## config.mk

```make
export PLATFORM = sky130hd
export DESIGN_NAME = fetch_stage_flat
export DESIGN_NICKNAME = d
export VERILOG_FILES = /design/src/rtl/fetch_stage_if.sv /design/src/rtl/fetch_stage.sv /design/src/flat_wrapper.sv
export SDC_FILE = /design/constraint.sdc
export NUM_CORES = 1
export LEC_CHECK = 0
export CAP_MARGIN = 10
export CELL_PAD_IN_SITES_DETAIL_PLACEMENT = 0
export CELL_PAD_IN_SITES_GLOBAL_PLACEMENT = 1
export CORE_MARGIN = 2
export CORE_UTILIZATION = 38
export CTS_CLUSTER_SIZE = 8
export DETAILED_ROUTE_END_ITERATION = 6
export MAX_ROUTING_LAYER = met4
export PLACE_DENSITY_LB_ADDON = 0.1
export SLEW_MARGIN = 0
export SYNTH_ARGS = -nofsm -noshare
export SYNTH_HDL_FRONTEND = slang
export SYNTH_SLANG_ARGS = --single-unit
export TNS_END_PERCENT = 30
```

## constraint.sdc

```tcl
create_clock -name clk -period 5.1 [get_ports clk]
set_input_delay 0.51 -clock clk [delete_from_list [all_inputs] [get_ports clk]]
set_output_delay 0.51 -clock clk [all_outputs]
set_load 0.01 [all_outputs]
```

## src/rtl/fetch_stage_if.sv

```systemverilog
`default_nettype none
// +--------------------------------------------------------------------+
// | fetch_stage_if : instruction-memory request/response bundle        |
// | Rev 1.0                                                            |
// +--------------------------------------------------------------------+
interface fetch_stage_if;
  logic        req_valid;
  logic        req_ready;
  logic [31:0] req_addr;
  logic        rsp_valid;
  logic [31:0] rsp_data;

  modport master (
    output req_valid,
    output req_addr,
    input  req_ready,
    input  rsp_valid,
    input  rsp_data
  );

  modport slave (
    input  req_valid,
    input  req_addr,
    output req_ready,
    output rsp_valid,
    output rsp_data
  );
endinterface
`default_nettype wire

```

## src/rtl/fetch_stage.sv

```systemverilog
`default_nettype none
// +--------------------------------------------------------------------+
// | fetch_stage : RV32I fetch control, one outstanding imem request,   |
// |               IF/ID register with 1-entry skid, redirect squashing |
// | Rev 1.0                                                            |
// +--------------------------------------------------------------------+
module fetch_stage #(
  parameter logic [31:0] RESET_PC  = 32'h0000_0000,
  parameter logic [31:0] NOP_INSTR = 32'h0000_0013
) (
  input  wire logic        clk,
  input  wire logic        reset,
  input  wire logic [31:0] pc_i,
  output logic      [31:0] pc_next_o,
  fetch_stage_if.master    imem,
  input  wire logic        stall_d_i,
  input  wire logic        redirect_valid_i,
  input  wire logic [31:0] redirect_pc_i,
  output logic             ifid_valid_o,
  output logic      [31:0] ifid_pc_o,
  output logic      [31:0] ifid_instr_o,
  output logic      [31:0] ifid_pc_plus4_o
);

  typedef enum logic [1:0] {
    S_REQ  = 2'd0,
    S_WAIT = 2'd1,
    S_HOLD = 2'd2,
    S_DROP = 2'd3
  } state_e;

  state_e      state_q;
  logic [31:0] req_pc_q;
  logic        skid_valid_q;
  logic [31:0] skid_pc_q;
  logic [31:0] skid_instr_q;
  logic        ifid_valid_q;
  logic [31:0] ifid_pc_q;
  logic [31:0] ifid_instr_q;
  logic [31:0] ifid_pc_plus4_q;

  logic        req_valid;
  logic        req_fire;
  logic        ifid_take;

  assign req_valid = (state_q == S_REQ) && !reset;
  assign req_fire  = req_valid && imem.req_ready;
  assign ifid_take = !ifid_valid_q || !stall_d_i;

  assign imem.req_valid = req_valid;
  assign imem.req_addr  = pc_i;

  always_comb begin
    pc_next_o = pc_i;
    if (reset) begin
      pc_next_o = RESET_PC;
    end else if (redirect_valid_i) begin
      pc_next_o = redirect_pc_i;
    end else if (req_fire) begin
      pc_next_o = pc_i + 32'd4;
    end
  end

  always_ff @(posedge clk) begin
    if (reset) begin
      state_q         <= S_REQ;
      req_pc_q        <= 32'h0;
      skid_valid_q    <= 1'b0;
      skid_pc_q       <= 32'h0;
      skid_instr_q    <= NOP_INSTR;
      ifid_valid_q    <= 1'b0;
      ifid_pc_q       <= 32'h0;
      ifid_instr_q    <= NOP_INSTR;
      ifid_pc_plus4_q <= 32'd4;
    end else if (redirect_valid_i) begin
      // Wrong-path flush: whatever is in flight or buffered is discarded.
      ifid_valid_q <= 1'b0;
      ifid_instr_q <= NOP_INSTR;
      skid_valid_q <= 1'b0;
      unique case (state_q)
        S_REQ: begin
          if (req_fire) begin
            req_pc_q <= pc_i;
            state_q  <= S_DROP;
          end
        end
        S_WAIT:  state_q <= imem.rsp_valid ? S_REQ : S_DROP;
        S_HOLD:  state_q <= S_REQ;
        S_DROP:  state_q <= imem.rsp_valid ? S_REQ : S_DROP;
        default: state_q <= S_REQ;
      endcase
    end else begin
      // Bubble by default whenever IF/ID can advance; a load below overrides it.
      if (ifid_take) begin
        ifid_valid_q <= 1'b0;
        ifid_instr_q <= NOP_INSTR;
      end
      unique case (state_q)
        S_REQ: begin
          if (req_fire) begin
            req_pc_q <= pc_i;
            state_q  <= S_WAIT;
          end
        end
        S_WAIT: begin
          if (imem.rsp_valid) begin
            if (ifid_take) begin
              ifid_valid_q    <= 1'b1;
              ifid_pc_q       <= req_pc_q;
              ifid_instr_q    <= imem.rsp_data;
              ifid_pc_plus4_q <= req_pc_q + 32'd4;
              state_q         <= S_REQ;
            end else begin
              skid_valid_q <= 1'b1;
              skid_pc_q    <= req_pc_q;
              skid_instr_q <= imem.rsp_data;
              state_q      <= S_HOLD;
            end
          end
        end
        S_HOLD: begin
          if (ifid_take) begin
            ifid_valid_q    <= 1'b1;
            ifid_pc_q       <= skid_pc_q;
            ifid_instr_q    <= skid_instr_q;
            ifid_pc_plus4_q <= skid_pc_q + 32'd4;
            skid_valid_q    <= 1'b0;
            state_q         <= S_REQ;
          end
        end
        S_DROP: begin
          if (imem.rsp_valid) begin
            state_q <= S_REQ;
          end
        end
        default: state_q <= S_REQ;
      endcase
    end
  end

  assign ifid_valid_o    = ifid_valid_q;
  assign ifid_pc_o       = ifid_pc_q;
  assign ifid_instr_o    = ifid_instr_q;
  assign ifid_pc_plus4_o = ifid_pc_plus4_q;

endmodule
`default_nettype wire

```

## src/flat_wrapper.sv

```systemverilog
// flat-port wrapper written by rule: the top's interface ports become plain ports
module fetch_stage_flat 
#(
  parameter logic [31:0] RESET_PC  = 32'h0000_0000,
  parameter logic [31:0] NOP_INSTR = 32'h0000_0013
)
  (clk, reset, pc_i, pc_next_o, stall_d_i, redirect_valid_i, redirect_pc_i, ifid_valid_o, ifid_pc_o, ifid_instr_o, ifid_pc_plus4_o, imem_req_valid, imem_req_addr, imem_req_ready, imem_rsp_valid, imem_rsp_data);
  fetch_stage_if imem_i ();
  input  wire logic clk;
  input  wire logic reset;
  input  wire logic [31:0] pc_i;
  output logic      [31:0] pc_next_o;
  input  wire logic stall_d_i;
  input  wire logic redirect_valid_i;
  input  wire logic [31:0] redirect_pc_i;
  output logic ifid_valid_o;
  output logic      [31:0] ifid_pc_o;
  output logic      [31:0] ifid_instr_o;
  output logic      [31:0] ifid_pc_plus4_o;
  output wire logic [$bits(imem_i.req_valid)-1:0] imem_req_valid;
  output wire logic [$bits(imem_i.req_addr)-1:0] imem_req_addr;
  input wire logic [$bits(imem_i.req_ready)-1:0] imem_req_ready;
  input wire logic [$bits(imem_i.rsp_valid)-1:0] imem_rsp_valid;
  input wire logic [$bits(imem_i.rsp_data)-1:0] imem_rsp_data;
  assign imem_req_valid = imem_i.req_valid;
  assign imem_req_addr = imem_i.req_addr;
  assign imem_i.req_ready = imem_req_ready;
  assign imem_i.rsp_valid = imem_rsp_valid;
  assign imem_i.rsp_data = imem_rsp_data;
  fetch_stage #(.RESET_PC(RESET_PC), .NOP_INSTR(NOP_INSTR)) u_core (.clk(clk), .reset(reset), .pc_i(pc_i), .pc_next_o(pc_next_o), .imem(imem_i), .stall_d_i(stall_d_i), .redirect_valid_i(redirect_valid_i), .redirect_pc_i(redirect_pc_i), .ifid_valid_o(ifid_valid_o), .ifid_pc_o(ifid_pc_o), .ifid_instr_o(ifid_instr_o), .ifid_pc_plus4_o(ifid_pc_plus4_o));
endmodule
```

==> results of run 1 <==
synth_stat cells, types with 6 or more instances:
cell,instances
xnor2_1,34
o311ai_0,11
nor2_1,126
ha_1,7
nand4_1,19
nor4_1,6
a21oi_1,89
clkbuf_1,85
o21ai_0,23
buf_2,8
nand3_1,101
nand4b_1,7
buf_4,35
mux2i_1,34
inv_1,13
dfxtp_1,193
nand3b_1,7
o22ai_1,8
a221oi_1,30
nor3_1,22
nand2_1,368
a211oi_1,51
buf_1,10
final cells by class:
cell class                 count  area [µm²]
clock inverter                14         143
timing repair buffer         291        2840
sequential                   193        3860
tap                          335         419
clock buffer                  18         439
inverter                      14        52.6
fill                        2638       12700
multi-input combinational   1017        5480
metal layers:
metal	wire length (µm)	part of all wire, %
met5	0	0
met1	16500	51
met2	13500	42
met4	387	1.2
met3	1900	5.9
cells by family (layout without fill, tap and decap cells):
kind of cell    after synthesis  after routing  synth area share [%]
simple gates                689            689                  30.0
compound gates              245            245                  16.2
flops                       193            193                  38.5
buf+inv                     153            337                  7.21
mux                          39             39                  3.95
xor+xnor                     37             37                  3.23
fa+ha+maj                     7              7                 0.873
path summary, 6_finish.rpt:
path | startpoint | endpoint | slack (ps) | cells after the start
max | u_core.state_q[0] | pc_next_o[20] | 1020 | 7
min | u_core.ifid_pc_plus4_o[2] | u_core.ifid_pc_plus4_o[2] | 450 | 2
max reg2reg | u_core.state_q[0] | u_core.ifid_pc_plus4_o[31] | 1850 | 7
min reg2reg | u_core.ifid_pc_plus4_o[2] | u_core.ifid_pc_plus4_o[2] | 450 | 2
power by group through the flow:
stage	sequential, mW	combinational (mW)	clock, mW
2_1_floorplan	1.88	0.977	0
3_3_place_gp	1.87	1.72	0
3_5_place_dp	1.88	1.73	0
4_1_cts	1.84	1.74	1.36
5_1_grt	1.87	1.90	1.41
6_report	1.84	1.73	1.32
state kept, by name, summed over array words and instances (netlist names):
register	flops
u_core.req_pc_q	32
u_core.ifid_valid_o	1
u_core.ifid_instr_o	32
u_core.ifid_pc_o	30
u_core.state_q	2
u_core.skid_pc_q	32
u_core.ifid_pc_plus4_o	32
u_core.skid_instr_q	32
tightest hold or removal path: cells and delay by family (launching register included):
family / cells / cell delay, ps
DFF: 1 / 320
and+or+nand+nor: 2 / 90
==> results.md, run 1 <==
- Status: complete, no violations
- Top FF cell, synth: dfxtp_1
- Global placement routability congestion: 0.819
- Worst endpoint required time: 4590 ps
- Sequential share of the synthesized area: 38.5%
- Die footprint: 27700 µm²
- Placed cells: 1850
- Hold Violations, Final: 0
- Layout cells sized above 1: 5.17%
- CTS tree: built
- Post-CTS Setup Bufs: 0
- # diodes: 0
- Post-CTS sizing: 0
- Worst path cell trace: inv_1 > ha_1 > nand4b_1 > or4_1 > or3_1 > a311oi_1 > clkdlybuf4s50_1
- Net Sw Power: 1.83 mW
- PnR Total Power: 4.89 mW
- Busiest layer in global routing: met1
- Lkg Pwr: 4.78 nW
- Clk Latency, worst-skew pair: 440 ps
- Crit Path Max Fanout: 11
- Grt met1 use: 35.3%
- Startpoint types: register
- Slowest CP cell: or4_1
- CP arrival: 3570 ps
- Commonest non-fill, non-tap cell in the layout: nand2_1
- Synth area leader: dfxtp_1
- Post-Place Setup Slack: 1200 ps
- Die Height: 166 µm
- Syn. warnings: 0
- Routed length per instance: 17.2 µm
- WL final: 32.3 mm
- Switch share: 37.4%
- Slew HR: 24.6%
- Yosys cell types: 59
- Seq pwr share: 37.6%
- Synth Net Count: 1472
- Slew @ Worst Pin: 1130 ps
- Rows: 59
- Area share of the leading cell type in the synthesized netlist: 38.5%
- IO buf count: 263
- Worst Hold Slack: 452 ps
- Wire length of the first global-routing pass: 51.4 mm
- Max-cap violations: 0
- Area of placed instances: 12700 µm²
- Power Dens Cells: 369 nW/µm²
- Area of the mapped netlist: 10000 µm²
- Avg Cell Area, Syn: 7.36 µm²
- Clock Tree Root: clkbuf_16
- Crit path buffers/inverters: 2
- Fmax: 245 MHz
- Setup TNS: 0 ps
- Slew Limit Fails: 0
- P_int: 3.06 mW
- Number of synthesized flops with an enable pin: 0
- Ranking of synthesized cells by area: dfxtp_1 (39%), nand2_1 (14%), nand3_1 (5.0%)
- Worst min path class: register to register
- Fin crit share: 79.9%
- Crit Path Class: register to primary output
- Chip Width: 166 µm
- Worst Skew: 19.8 ps
- GRT Total Usage: 23.5%
- Vias/cell: 5.32
- Largest net degree at the start of global routing: 78
- Residual DRC: 0
- Top cell family by delay on the critical path: simple AND/OR/NAND/NOR gates
- DP HPWL: 22.7 mm
- Fin crit period: 4080 ps
- Sinks on Clock Net: 193
- Peak supply drop: 0.000213 V
- Pre-antenna DRT Iters: 6
- Standard cell core area: 26000 µm²
- H-Tree Depth: 4
- Setup crit end kind: primary output
- IO Pins: 264
- Met2 usage in global routing: 32.9%
- NumNets Final: 1643
- Synth async-reset ratio: 0%
- Via count: 10000
- Seq cells post-synth: 193
- Logic gate share of total power: 35.5%
- DR iter-0 viols: 777
- Fin util: 51.0%
- Antenna violations before repair: 0
- Cell Count, Final, Fillers Out: 1882
- Post-CTS Hold Fix Bufs: 0
- Met3 GRT Util: 3.92%
- Vias in the first global route: 9210
- Setup WS post-layout: 1020 ps
- Commonest cells after routing, fill and taps aside: nand2_1 (368), clkdlybuf4s50_1 (262), dfxtp_1 (193), nor2_1 (125), nand3_1 (101)
- CTS buffer count: 17
- Synth Instances: 1363
- P&R area growth vs syn: 32.0%
- Clock-pin slew on the worst setup and hold paths: 70 ps
- Clock power frac: 26.9%
- Crit-path max cell delay: 770 ps
- Gr ovfl total: 0
- Clk buf depth: 2
- RSZ-0062 raised after global routing: false
- DRT antenna net count: 0
- Post-route cell area: 13200 µm²
- Final setup viols: 0
- Initial core utilization: 38.6%
Note: power is estimated with default switching activity, not from simulation.
==> run 2: changes to the inputs <==
--- a/config.mk
+++ b/config.mk
@@ -9,7 +9,7 @@
 export CELL_PAD_IN_SITES_DETAIL_PLACEMENT = 0
 export CELL_PAD_IN_SITES_GLOBAL_PLACEMENT = 1
 export CORE_MARGIN = 2
-export CORE_UTILIZATION = 38
+export CORE_UTILIZATION = 35
 export CTS_CLUSTER_SIZE = 8
 export DETAILED_ROUTE_END_ITERATION = 6
 export MAX_ROUTING_LAYER = met4
==> constraint.sdc (replaced) <==
create_clock -name clk -period 3.8 [get_ports clk]
set_input_delay 0.38 -clock clk [delete_from_list [all_inputs] [get_ports clk]]
set_output_delay 0.38 -clock clk [all_outputs]
set_load 0.01 [all_outputs]
==> results.md, run 2 (synthesis results as in run 1) <==
- Standard cell core area: 28000 µm² (+7.8%)
- Setup crit end kind: primary output
- Slowest CP cell: clkdlybuf4s50_1
- Cell Count, Final, Fillers Out: 1943 (+3.2%)
- CTS tree: built
- Sinks on Clock Net: 193 (unchanged)
- Crit Path Max Fanout: 7 (-4)
- Status: complete, no violations
- Clk buf depth: 2 (unchanged)
- Fmax: 270 MHz
- Routed length per instance: 17.2 µm (+0.42%)
- Antenna violations before repair: 1 (+1)
- WL final: 33.5 mm (+3.7%)
- GRT Total Usage: 22.5% (-1.0 points)
- P&R area growth vs syn: 34.8%
- CTS buffer count: 17 (unchanged)
- Clock-pin slew on the worst setup and hold paths: 80 ps (about the same)
- Worst path cell trace: inv_1 > ha_1 > buf_4 > and4b_1 > nand3_1 > nor3_2 > and4_1 > o311a_1 > clkdlybuf4s50_1
- Vias/cell: 5.16 (-3.0%)
- Worst Skew: 19.5 ps (-0.299 ps)
- Max-cap violations: 0 (unchanged)
- DRT antenna net count: 0 (unchanged)
- CP arrival: 3330 ps (-240 ps)
- Via count: 10000 (+0.12%)
- Crit-path max cell delay: 570 ps (-200 ps)
- Residual DRC: 0 (unchanged)
- Crit path buffers/inverters: 3 (+1)
- DP HPWL: 23.8 mm (+4.8%)
- Rows: 61 (+3.4%)
- Area of placed instances: 12900 µm² (+1.9%)
- DR iter-0 viols: 643 (-17%)
- Crit Path Class: register to primary output
- Chip Width: 173 µm (+4.1%)
- Hold Violations, Final: 0 (unchanged)
- Lkg Pwr: 4.89 nW (+2.3%)
- Power Dens Cells: 496 nW/µm² (+34%)
- Die Height: 173 µm (+4.1%)
- Global placement routability congestion: 0.819 (unchanged)
- Fill cell count: 2835 (+7.5%)
- Fin util: 48.3% (-2.7 points)
- Slew Limit Fails: 0 (unchanged)
- Gr ovfl total: 0 (unchanged)
- Layout cells sized above 1: 6.59% (+1.4 points)
- Wire length of the first global-routing pass: 52.9 mm (+2.8%)
- IO Pins: 264 (unchanged)
- Post-route cell area: 13500 µm² (+2.1%)
- Startpoint types: register
- Commonest cells after routing, fill and taps aside: nand2_1 (368), clkdlybuf4s50_1 (261), dfxtp_1 (193), nor2_1 (125), nand3_1 (101)
- Slew @ Worst Pin: 959 ps (-170 ps)
- Placed cells: 1911 (+3.3%)
- Worst endpoint required time: 3420 ps (-1170 ps)
- RSZ-0062 raised after global routing: true
- Clk Latency, worst-skew pair: 440 ps (about the same)
- FF-to-FF setup slack: 680 ps (-1170 ps)
- Vias in the first global route: 9167 (-0.47%)
- Fin crit share: 97.5%
- IO buf count: 263 (unchanged)
- NumNets Final: 1661 (+1.1%)
- Slew HR: 36.1% (+12 points)
- Peak supply drop: 0.000314 V (+47%)
- Post-CTS Setup Bufs: 0 (unchanged)
- Die footprint: 30000 µm² (+8.4%)
- Initial core utilization: 35.8% (-2.8 points)
- Commonest non-fill, non-tap cell in the layout: nand2_1
- H-Tree Depth: 4 (unchanged)
- Worst min path class: register to register
- Largest net degree at the start of global routing: 88 (+13%)
- Final setup viols: 0 (unchanged)
- Top cell family by delay on the critical path: simple AND/OR/NAND/NOR gates
- Fin crit period: 3710 ps
- Clock Tree Root: clkbuf_16
- Pre-antenna DRT Iters: 5 (-1)
-- run 2: cell count changes in the layout (fill, tap and decap cells not counted), sizes merged --
cell,previous run,this run
clkinv,8,5
inv,20,19
dlymetal6s2s,0,1
diode,0,1
clkdlybuf4s50,262,261
bufinv,0,1
clkinvlp,0,2
buf,29,47
-- run 2: repair_timing --
action / CTS / global route
hold buffers: 0 / 0
gates cloned: 0 / 0
pin swaps: 0 / 0
setup endpoints to repair: 3 / 8
resized for setup: 2 / 5
-- run 2: tightest hold or removal path, delay by kind of cell (launching register included) --
family           cells  cell delay, ps
AND/OR/NAND/NOR      2              90
flip-flops           1             310
-- run 2: final cells by class --
| class | count | area (µm²) | share of cell area, % |
|---|---|---|---|
| clock buffer | 18 | 439 | 3.25 |
| multi-input combinational | 1017 | 5520 | 40.8 |
| tap | 378 | 473 | 3.50 |
| antenna | 1 | 2.50 | 0.0185 |
| timing repair buffer | 309 | 3030 | 22.4 |
| inverter | 14 | 52.6 | 0.389 |
| sequential | 193 | 3860 | 28.6 |
| clock inverter | 13 | 145 | 1.07 |
-- run 2: power breakdown --
part | total, mW | switching (mW) | leakage [nW] | internal (mW)
registers | 2.47 | 0.209 | 1.57 | 2.26
clock network | 1.81 | 0.865 | 0.281 | 0.945
logic | 2.42 | 1.41 | 3.04 | 1.02
total | 6.70 | 2.48 | 4.89 | 4.22
-- run 2: final timing paths --
kind / start / end / cells past startpoint
worst max-delay path: u_core.state_q[0] / pc_next_o[31] / 9
worst min-delay path: u_core.ifid_pc_plus4_o[2] / u_core.ifid_pc_plus4_o[2] / 2
worst max register to register: u_core.state_q[0] / u_core.ifid_pc_plus4_o[28] / 9
worst min register to register: u_core.ifid_pc_plus4_o[2] / u_core.ifid_pc_plus4_o[2] / 2
-- run 2: metal layers --
metal  track usage [%]  vias to the layer above  routed length, µm
met5                 -                        -                  0
met4              4.87                        0                328
met3              4.36                       20               2100
met1              33.3                     4615              17400
met2              31.3                      312              13600
li1                  -                     5081                  -
-- run 2: stage by stage --
step,hold WS (ps),worst slack (ps),TNS [ps],power [mW]
floorplan,436,618,0,3.84
global placement,433,195,0,4.93
detailed placement,433,202,0,4.94
CTS,445,37.4,0,6.76
global route,469,-82.4,-513,7.10
finish,445,94.7,0,6.70
